**src/rtl/if_stage_pkg.sv**
```systemverilog
// Shared constants and types for the instruction-fetch stage.
package if_stage_pkg;

  localparam int          INSTR_W          = 32;
  localparam logic [31:0] NOP_INSTR        = 32'h0000_0013;
  localparam logic [31:0] RESET_PC_DEFAULT = 32'h0000_0000;
  localparam int          BUF_DEPTH        = 2;

  typedef struct packed {
    logic [INSTR_W-1:0] instr;
    logic [31:0]        pc;
  } fetch_entry_t;

  function automatic logic [31:0] word_align(input logic [31:0] addr);
    return {addr[31:2], 2'b00};
  endfunction

endpackage

```
**src/rtl/fetch_buf.sv**
```systemverilog
// Two-entry fetch buffer of {instr, pc}; flush empties it, push and pop may coincide.
module fetch_buf
  import if_stage_pkg::*;
(
  input  logic         clk,
  input  logic         rst_n,
  input  logic         flush,
  input  logic         push,
  input  logic         pop,
  input  fetch_entry_t push_data,
  output fetch_entry_t head,
  output logic [1:0]   count
);

  fetch_entry_t entries [BUF_DEPTH];
  logic         rd_ptr;
  logic         wr_ptr;

  always_ff @(posedge clk or negedge rst_n) begin
    if (!rst_n) begin
      rd_ptr <= 1'b0;
      wr_ptr <= 1'b0;
      count  <= 2'd0;
      for (int i = 0; i < BUF_DEPTH; i++) entries[i] <= '0;
    end else if (flush) begin
      rd_ptr <= 1'b0;
      wr_ptr <= 1'b0;
      count  <= 2'd0;
    end else begin
      if (push) begin
        entries[wr_ptr] <= push_data;
        wr_ptr          <= ~wr_ptr;
      end
      if (pop) rd_ptr <= ~rd_ptr;
      count <= count + {1'b0, push} - {1'b0, pop};
    end
  end

  assign head = entries[rd_ptr];

  // Credits are counted against buffer space, so a push into a full buffer is a bug.
  always @(posedge clk) begin
    if (rst_n && !flush) begin
      assert (!(push && count == 2'd2)) else $error("fetch buffer overflow");
    end
  end

endmodule

```
**src/rtl/if_stage.sv**
```systemverilog
// Instruction-fetch stage: PC register, credit-limited imem requests, 2-entry fetch buffer.
// Optional IF_NOP_FILL_EN: drive NOP on o_instr whenever o_valid is low.
module if_stage
  import if_stage_pkg::*;
#(
  parameter logic [31:0] RESET_PC = RESET_PC_DEFAULT
) (
  input  logic               clk,
  input  logic               rst_n,
  output logic               o_imem_req,
  output logic [31:0]        o_imem_addr,
  input  logic               i_imem_gnt,
  input  logic               i_imem_rvalid,
  input  logic [INSTR_W-1:0] i_imem_rdata,
  input  logic               i_stall,
  input  logic               i_redirect,
  input  logic [31:0]        i_redirect_pc,
  output logic               o_valid,
  output logic [INSTR_W-1:0] o_instr,
  output logic [31:0]        o_pc
);

  logic [31:0]  fetch_pc;
  logic [31:0]  resp_pc;
  logic [1:0]   outstanding;
  logic [1:0]   outstanding_nxt;
  logic [1:0]   drop_cnt;
  logic [1:0]   buf_count;
  logic [31:0]  last_pc;
  logic         buf_valid;
  logic         handshake;
  logic         push;
  logic         pop;
  fetch_entry_t head;
  fetch_entry_t push_data;

  assign buf_valid = (buf_count != 2'd0);

  // Request/grant: a request is accepted in any cycle where req && gnt at the clock edge.
  // Credits = granted-but-unreturned requests plus buffered entries, capped at BUF_DEPTH.
  assign o_imem_req  = rst_n && !i_redirect &&
                       (({1'b0, outstanding} + {1'b0, buf_count}) < 3'(BUF_DEPTH));
  assign o_imem_addr = fetch_pc;
  assign handshake   = o_imem_req && i_imem_gnt;

  assign outstanding_nxt = outstanding + {1'b0, handshake} - {1'b0, i_imem_rvalid};

  assign push      = i_imem_rvalid && (drop_cnt == 2'd0) && !i_redirect;
  assign pop       = buf_valid && !i_stall && !i_redirect;
  assign push_data = '{instr: i_imem_rdata, pc: resp_pc};

  fetch_buf u_fetch_buf (
    .clk       (clk),
    .rst_n     (rst_n),
    .flush     (i_redirect),
    .push      (push),
    .pop       (pop),
    .push_data (push_data),
    .head      (head),
    .count     (buf_count)
  );

  always_ff @(posedge clk or negedge rst_n) begin
    if (!rst_n) begin
      fetch_pc    <= RESET_PC;
      resp_pc     <= RESET_PC;
      outstanding <= 2'd0;
      drop_cnt    <= 2'd0;
      last_pc     <= RESET_PC;
    end else begin
      outstanding <= outstanding_nxt;
      if (i_redirect) begin
        // Every request still in flight after this edge belongs to the old stream.
        fetch_pc <= word_align(i_redirect_pc);
        resp_pc  <= word_align(i_redirect_pc);
        drop_cnt <= outstanding_nxt;
      end else begin
        if (handshake) fetch_pc <= fetch_pc + 32'd4;
        if (i_imem_rvalid) begin
          if (drop_cnt != 2'd0) drop_cnt <= drop_cnt - 2'd1;
          else                  resp_pc  <= resp_pc + 32'd4;
        end
      end
      if (buf_valid) last_pc <= head.pc;
    end
  end

  assign o_valid = buf_valid;
  assign o_pc    = buf_valid ? head.pc : last_pc;

`ifdef IF_NOP_FILL_EN
  assign o_instr = buf_valid ? head.instr : NOP_INSTR;
`else
  logic [INSTR_W-1:0] last_instr;

  always_ff @(posedge clk or negedge rst_n) begin
    if (!rst_n)         last_instr <= '0;
    else if (buf_valid) last_instr <= head.instr;
  end

  assign o_instr = buf_valid ? head.instr : last_instr;
`endif

endmodule
```
**config.mk**
```make
export PLATFORM = sky130hd
export DESIGN_NAME = if_stage
export DESIGN_NICKNAME = d
export VERILOG_FILES = /design/src/rtl/if_stage_pkg.sv /design/src/rtl/fetch_buf.sv /design/src/rtl/if_stage.sv
export SDC_FILE = /design/constraint.sdc
export NUM_CORES = 1
export LEC_CHECK = 0
export CAP_MARGIN = 5
export CORE_ASPECT_RATIO = 0.6
export CORE_MARGIN = 5
export CORE_UTILIZATION = 55
export DETAILED_ROUTE_END_ITERATION = 12
export PLACE_DENSITY = 0.86
export SLEW_MARGIN = 20
export SYNTH_ARGS = -nofsm -noshare
export SYNTH_HDL_FRONTEND = slang
export SYNTH_SLANG_ARGS = --single-unit
```
**constraint.sdc**
```tcl
create_clock -name clk -period 8.2 [get_ports clk]
set_clock_uncertainty 0.1 [all_clocks]
set_input_delay 1.23 -clock clk [delete_from_list [all_inputs] [get_ports clk]]
set_output_delay 1.23 -clock clk [all_outputs]
set_load 0.01 [all_outputs]
```
---- Word level (Yosys, flattened, before mapping) ----
Cells that the tools add are included.
word-level totals
  input bits .............................. 70
  output and inout port bits .............. 98
  bits in registers ....................... 264
cells by class
  order comparisons ....................... 4
  muxes and demuxes ....................... 21
  add/sub/neg operators ................... 8
  bitwise gates (word level) .............. 5
  reduce and logical (&&, ||, !) cells .... 21
  equal/unequal tests ..................... 1
operators by type and width
  operator                                                                       number
  64-bit 2-to-1 mux                                                              4
  32-bit 2-to-1 mux                                                              7
  128-bit bitwise mux                                                            1
  32-bit by 3-bit adder with 32-bit output (second input constant)               2
  64-bit demux with 1-bit select                                                 1
  2-bit nonzero test                                                             7
  1-bit logical AND                                                              8
  2-bit 2-to-1 mux                                                               4
  2-bit AND reduction                                                            3
  2-bit by 1-bit adder with 2-bit output                                         2
  2-bit >= comparator (second input constant)                                    2
  1-bit 2-to-1 mux                                                               4
  1-bit NOT with 2-bit output                                                    2
  2-bit by 1-bit subtractor with 2-bit output                                    2
  2-bit by 2-bit adder with 3-bit output                                         1
  3-bit by 2-bit less-than comparator with 1-bit output (second input constant)  1
  1-bit NOT                                                                      3
  1-bit logical NOT                                                              2
  2-bit logical NOT                                                              1
  2-bit by 1-bit less-than comparator with 1-bit output (second input constant)  1
  2-bit inequality test (second input constant)                                  1
  2-bit by 1-bit subtractor with 2-bit output (second input constant)            1

---- Depth between registers and ports, before layout ----
  word-level depth ........................ 7
  depth in mapped cells ................... 13

---- Cells and area by module ----
A second synthesis with hierarchy kept.
unflattened totals
  cell total of the unflattened synthesis .. 912
  area, all modules ....................... 12244.2 µm²
by module, submodules not included
  module     times used  sequential area each (µm²)  area each (µm²)  cells each
  if_stage   1           3203.1                      6195.9           554
  fetch_buf  1           3303.2                      6048.3           358

---- Worst setup path after synthesis ----
Ideal clock, no wire load.
  kind .................................... input port to flip-flop
  start point ............................. in i_redirect
  end point ............................... reg drop_cnt[1]
  path slack .............................. 4.786 ns
  data required time ...................... 7.964 ns
  buffers on the path ..................... 2
  library setup time ...................... 0.136 ns
  stages on the path ...................... 12
  arrival time ............................ 3.178 ns
  path through ............................ buf_6 > or4b_4 > nor2_1 > inv_1 > clkbuf_1 > ha_1 > inv_1 > ha_1 > xnor2_1 > xnor2_1 > nand2_1 > o21ai_0
on the way
  word-level cells in the longest chain between the ends .. 7
  elaborated cells on any way between the ends .. 10
  classes of those cells .................. 2 x add/sub; 1 x mux; 7 x reduce/logical
RTL lines
  element                                      RTL line        RTL
  start, declared                              if_stage.sv:16  input logic i_redirect,
  1-bit logical NOT                            n/a
  1-bit logical AND                            n/a
  1-bit logical AND                            if_stage.sv:41  assign o_imem_req = rst_n && !i_redirect &&
  1-bit logical AND                            if_stage.sv:44  assign handshake = o_imem_req && i_imem_gnt;
  2-bit by 1-bit adder with 2-bit output       if_stage.sv:46  assign outstanding_nxt = outstanding + {1'b0, handshake} - {1'b0, i_imem_rvalid};
  2-bit by 1-bit subtractor with 2-bit output  if_stage.sv:46
  named net outstanding_nxt[1]                 if_stage.sv:26  logic [1:0] outstanding_nxt;
  2-bit 2-to-1 mux                             if_stage.sv:72  if (i_redirect) begin
  end signal, assigned                         if_stage.sv:76  drop_cnt <= outstanding_nxt;
  end signal, assigned                         if_stage.sv:80  if (drop_cnt != 2'd0) drop_cnt <= drop_cnt - 2'd1;
  end, declared                                if_stage.sv:27  logic [1:0] drop_cnt;
The timed path passes the listed nets, and every way through them passes these cells.
A chain may end at the register's enable or synchronous reset.

---- Worst setup path after layout ----
  start point ............................. in rst_n
  end point ............................... out o_imem_req
on the way
  word-level cells in the longest chain between the ends .. 2
RTL lines
  element            RTL line        RTL
  start, declared    if_stage.sv:9   input logic rst_n,
  1-bit logical AND  n/a
  1-bit logical AND  if_stage.sv:41
  end, declared      if_stage.sv:10  output logic o_imem_req,
Every way passes these cells.

==> run_results.csv <==
group,metric,value,unit
setup_path,cp-end-kind,"output port",
clock_tree,worstSkewPairLatency,500,ps
floorplan,pin_count,168,
setup_path,r2r-end,"drop_cnt[1]",
synth,yosysTopAreaCell,"dfrtp_1",
timing,period_share,54.9,%
floorplan,core,0.0200,mm²
drt,wire_per_inst,18.5,µm
setup_path,critPathArrivalTime,3170,ps
placement,pre_cts_ws,3690,ps
drt,routed_wl,25500,µm
clock_tree,holdBufCountCts,0,
timing,period_minus_slack,4500,ps
worst_hold_path,hold_start,"last_pc[0]",
drt,drt_iter0_drc,547,
synth,avgSynthCellArea,11.8,µm²
cells_and_area,seq_area,0.00641,mm²
floorplan,std_cell_rows,40,
timing,clock.fmax,0.222,GHz
flow_run,drv_cap,0,
cells_and_area,antennaDiodeCount,0,
clock_tree,cts.clk_slew.worst_paths,60,ps
drt,drtAntennaViolNets,0,
cells_and_area,num-nets-final,1168,
grt,grt_pass1_wl,42500,µm
placement,routabilityCongestion,0.892,
setup_path,rrSetupSlack,4660,ps
run_status,status,"completed",
setup_path,required,6870,ps
placement,io_buffers,163,
drt,via_count,7903,
clock_tree,cts_resized,0,
grt,grt_max_degree,131,
timing,max_slew_margin,21.3,%
cells_and_area,multiInputGateArea,0.00453,mm²
synth,netlist_area,0.0112,mm²
synth,syn_inst,945,
timing,finalSetupViolCount,0,
drt,drt_first_pass_iters,5,
grt,grt_pass1_vias,8229,
cells_and_area,final_layout_size_suffix_gt1_share,17.6,%
setup_path,reg2reg_from,"u_fetch_buf.count[0]",
synth,synthDominantCellAreaShare,57.2,%
worst_hold_path,hp-class,"flip-flop to flip-flop",
synth,synthFlopType,"dfrtp_1",
synth,synthArstFlopShare,100,%
setup_path,r2r_cells,13,
pwr,p_leak,5.90,nW
clock_tree,htreeDepth,1,
drt,drc,0,
synth,yosys_warnings,0,
grt,grt_use_total,21.8,%
synth,synth_cell_types,46,
timing,setup_slack,3700,ps
timing,drv_slew,0,
clock_tree,cts_buffers,24,
floorplan,die_w,194,µm
setup_path,worstSetupStartpointType,"input port",
timing,rsz0062_at_grt,"false",
floorplan,die-height,120,µm
timing,tns,0,ps
setup_path,crit_type,"input port to output port",
synth,synthTopCellsByArea,"dfrtp_1 57%, mux2_2 13%, mux2i_1 5.6%",
timing,tightest_slew,1170,ps
clock_tree,cts_setup_buffers,0,
clock_tree,cts_root_buf,"clkbuf_16",
clock_tree,cts_tree,"done",
setup_path,cp_max_fo,120,
cells_and_area,area_delta_synth_final,23.6,%
setup_path,critPathCapture,"o_imem_req",
drt,viasPerCell,5.72,
grt,antenna_found_initial,1,
synth,yosysSeqAreaShare,57.2,%
timing,hold_viol,0,
synth,synth_edf_count,0,
placement,hpwl,17000,µm
clock_tree,cts_sinks,256,
floorplan,dieArea,0.0234,mm²
pwr,pwr_density_cell,334,mW/mm²
pwr,ir_worst_vdd,275,µV
floorplan,floorplan.initialDensity,55.9,%
setup_path,critPathLaunch,"rst_n",
grt,grt.overflow.total,0,
clock_tree,clockBufferDepth,3,
synth,synth-seq-cells,256,
cells_and_area,fill_cells,1452,
-- critical path, stage by stage --
cell and delay (ps):
buf_8 580, or4b_4 600, inv_1 110, clkdlybuf4s50_1 530
-- routing by layer --
metal | GRT usage, % | part of all wire, %
met5 | 0 | 0.051
met3 | 4.82 | 6.9
met4 | 3.95 | 1.2
met1 | 31.9 | 46
met2 | 34.2 | 46
-- where the power goes --
group          leakage (nW)  total [mW]  internal [mW]  switching (mW)
clock network         0.389        1.10          0.627           0.472
logic                  2.31        1.56          0.837           0.722
registers              3.20        1.96           1.72           0.240
total                  5.90        4.62           3.18            1.43
-- synth_stat cells (all sizes together), types with 2 or more instances --
cell	number
a211oi	2
a21oi	9
a311oi	2
a31oi	3
a41oi	2
and2	7
and3	13
and4	4
buf	12
clkbuf	42
dfrtp	256
ha	7
inv	14
mux2	132
mux2i	63
nand2	114
nand2b	3
nand3	23
nand4	29
nor2	22
nor3	9
nor4	5
o211ai	12
o21ai	99
o221ai	2
o311ai	4
or3	4
xnor2	15
xor2	25
-- metrics by stage --
step                      power [mW]  instance area, µm²  hold WS (ps)  util [%]  instances
after floorplan                 2.81               11200           379         -        946
after global placement          3.47               13000           364      65.1       1337
after detailed placement        3.56               13000           367      65.1       1337
after CTS                       4.67               13800           388      69.1       1381
after global routing            4.91               13800           413      69.1       1381
final                           4.62               13800           384      69.1       1381
-- logic make-up (layout without fill, tap and decap cells) --
| logic type | count (synthesis) | in the layout | share of synthesized area [%] |
|---|---|---|---|
| compound gates | 138 | 138 | 6.96 |
| xor+xnor | 40 | 40 | 3.13 |
| fa+ha+maj | 8 | 8 | 0.961 |
| buf+inv | 68 | 230 | 2.43 |
| flops | 256 | 256 | 57.2 |
| mux | 195 | 195 | 18.9 |
| other cells | 1 | 2 | 0.0335 |
| simple gates | 239 | 239 | 10.3 |
-- registers in the layout, summed over array words and instances (netlist names) --
signal and flops:
drop_cnt 2, last_instr 32, last_pc 32, o_imem_addr 30, outstanding 2, resp_pc 30
u_fetch_buf.count 2, u_fetch_buf.entries 124, u_fetch_buf.rd_ptr 1, u_fetch_buf.wr_ptr 1
-- layout make-up --
type / instances / share of cell area (%)
clock buffers: 31 / 4.97
inverters: 14 / 0.380
clock inverters: 13 / 0.733
repair buffers: 172 / 12.3
well taps: 273 / 2.47
multi-input cells: 622 / 32.8
flip-flops and latches: 256 / 46.3
-- how the worst min path moves through the flow --
| stage | end | slack [ps] | cells past startpoint |
|---|---|---|---|
| after CTS | last_pc[0] | 390 | 1 |
| after global routing | last_pc[0] | 410 | 1 |
| final | last_pc[0] | 380 | 1 |
| after floorplan | u_fetch_buf.entries[31] | 380 | 1 |
| after global placement | last_pc[0] | 360 | 1 |
| after detailed placement | last_pc[0] | 370 | 1 |
-- cell usage in the layout (no fill, tap or decap), drive strengths merged, types with 11 or more instances in the layout --
master and instances:
nand4 29, nand2 114, and3 13, nor2 22, mux2 132, o21ai 99, o211ai 12, xnor2 15
clkdlybuf4s50 161, inv 14, dfrtp 256, buf 11, mux2i 63, clkbuf 31, nand3 23, xor2 25
(Power assumes the default switching activity.)
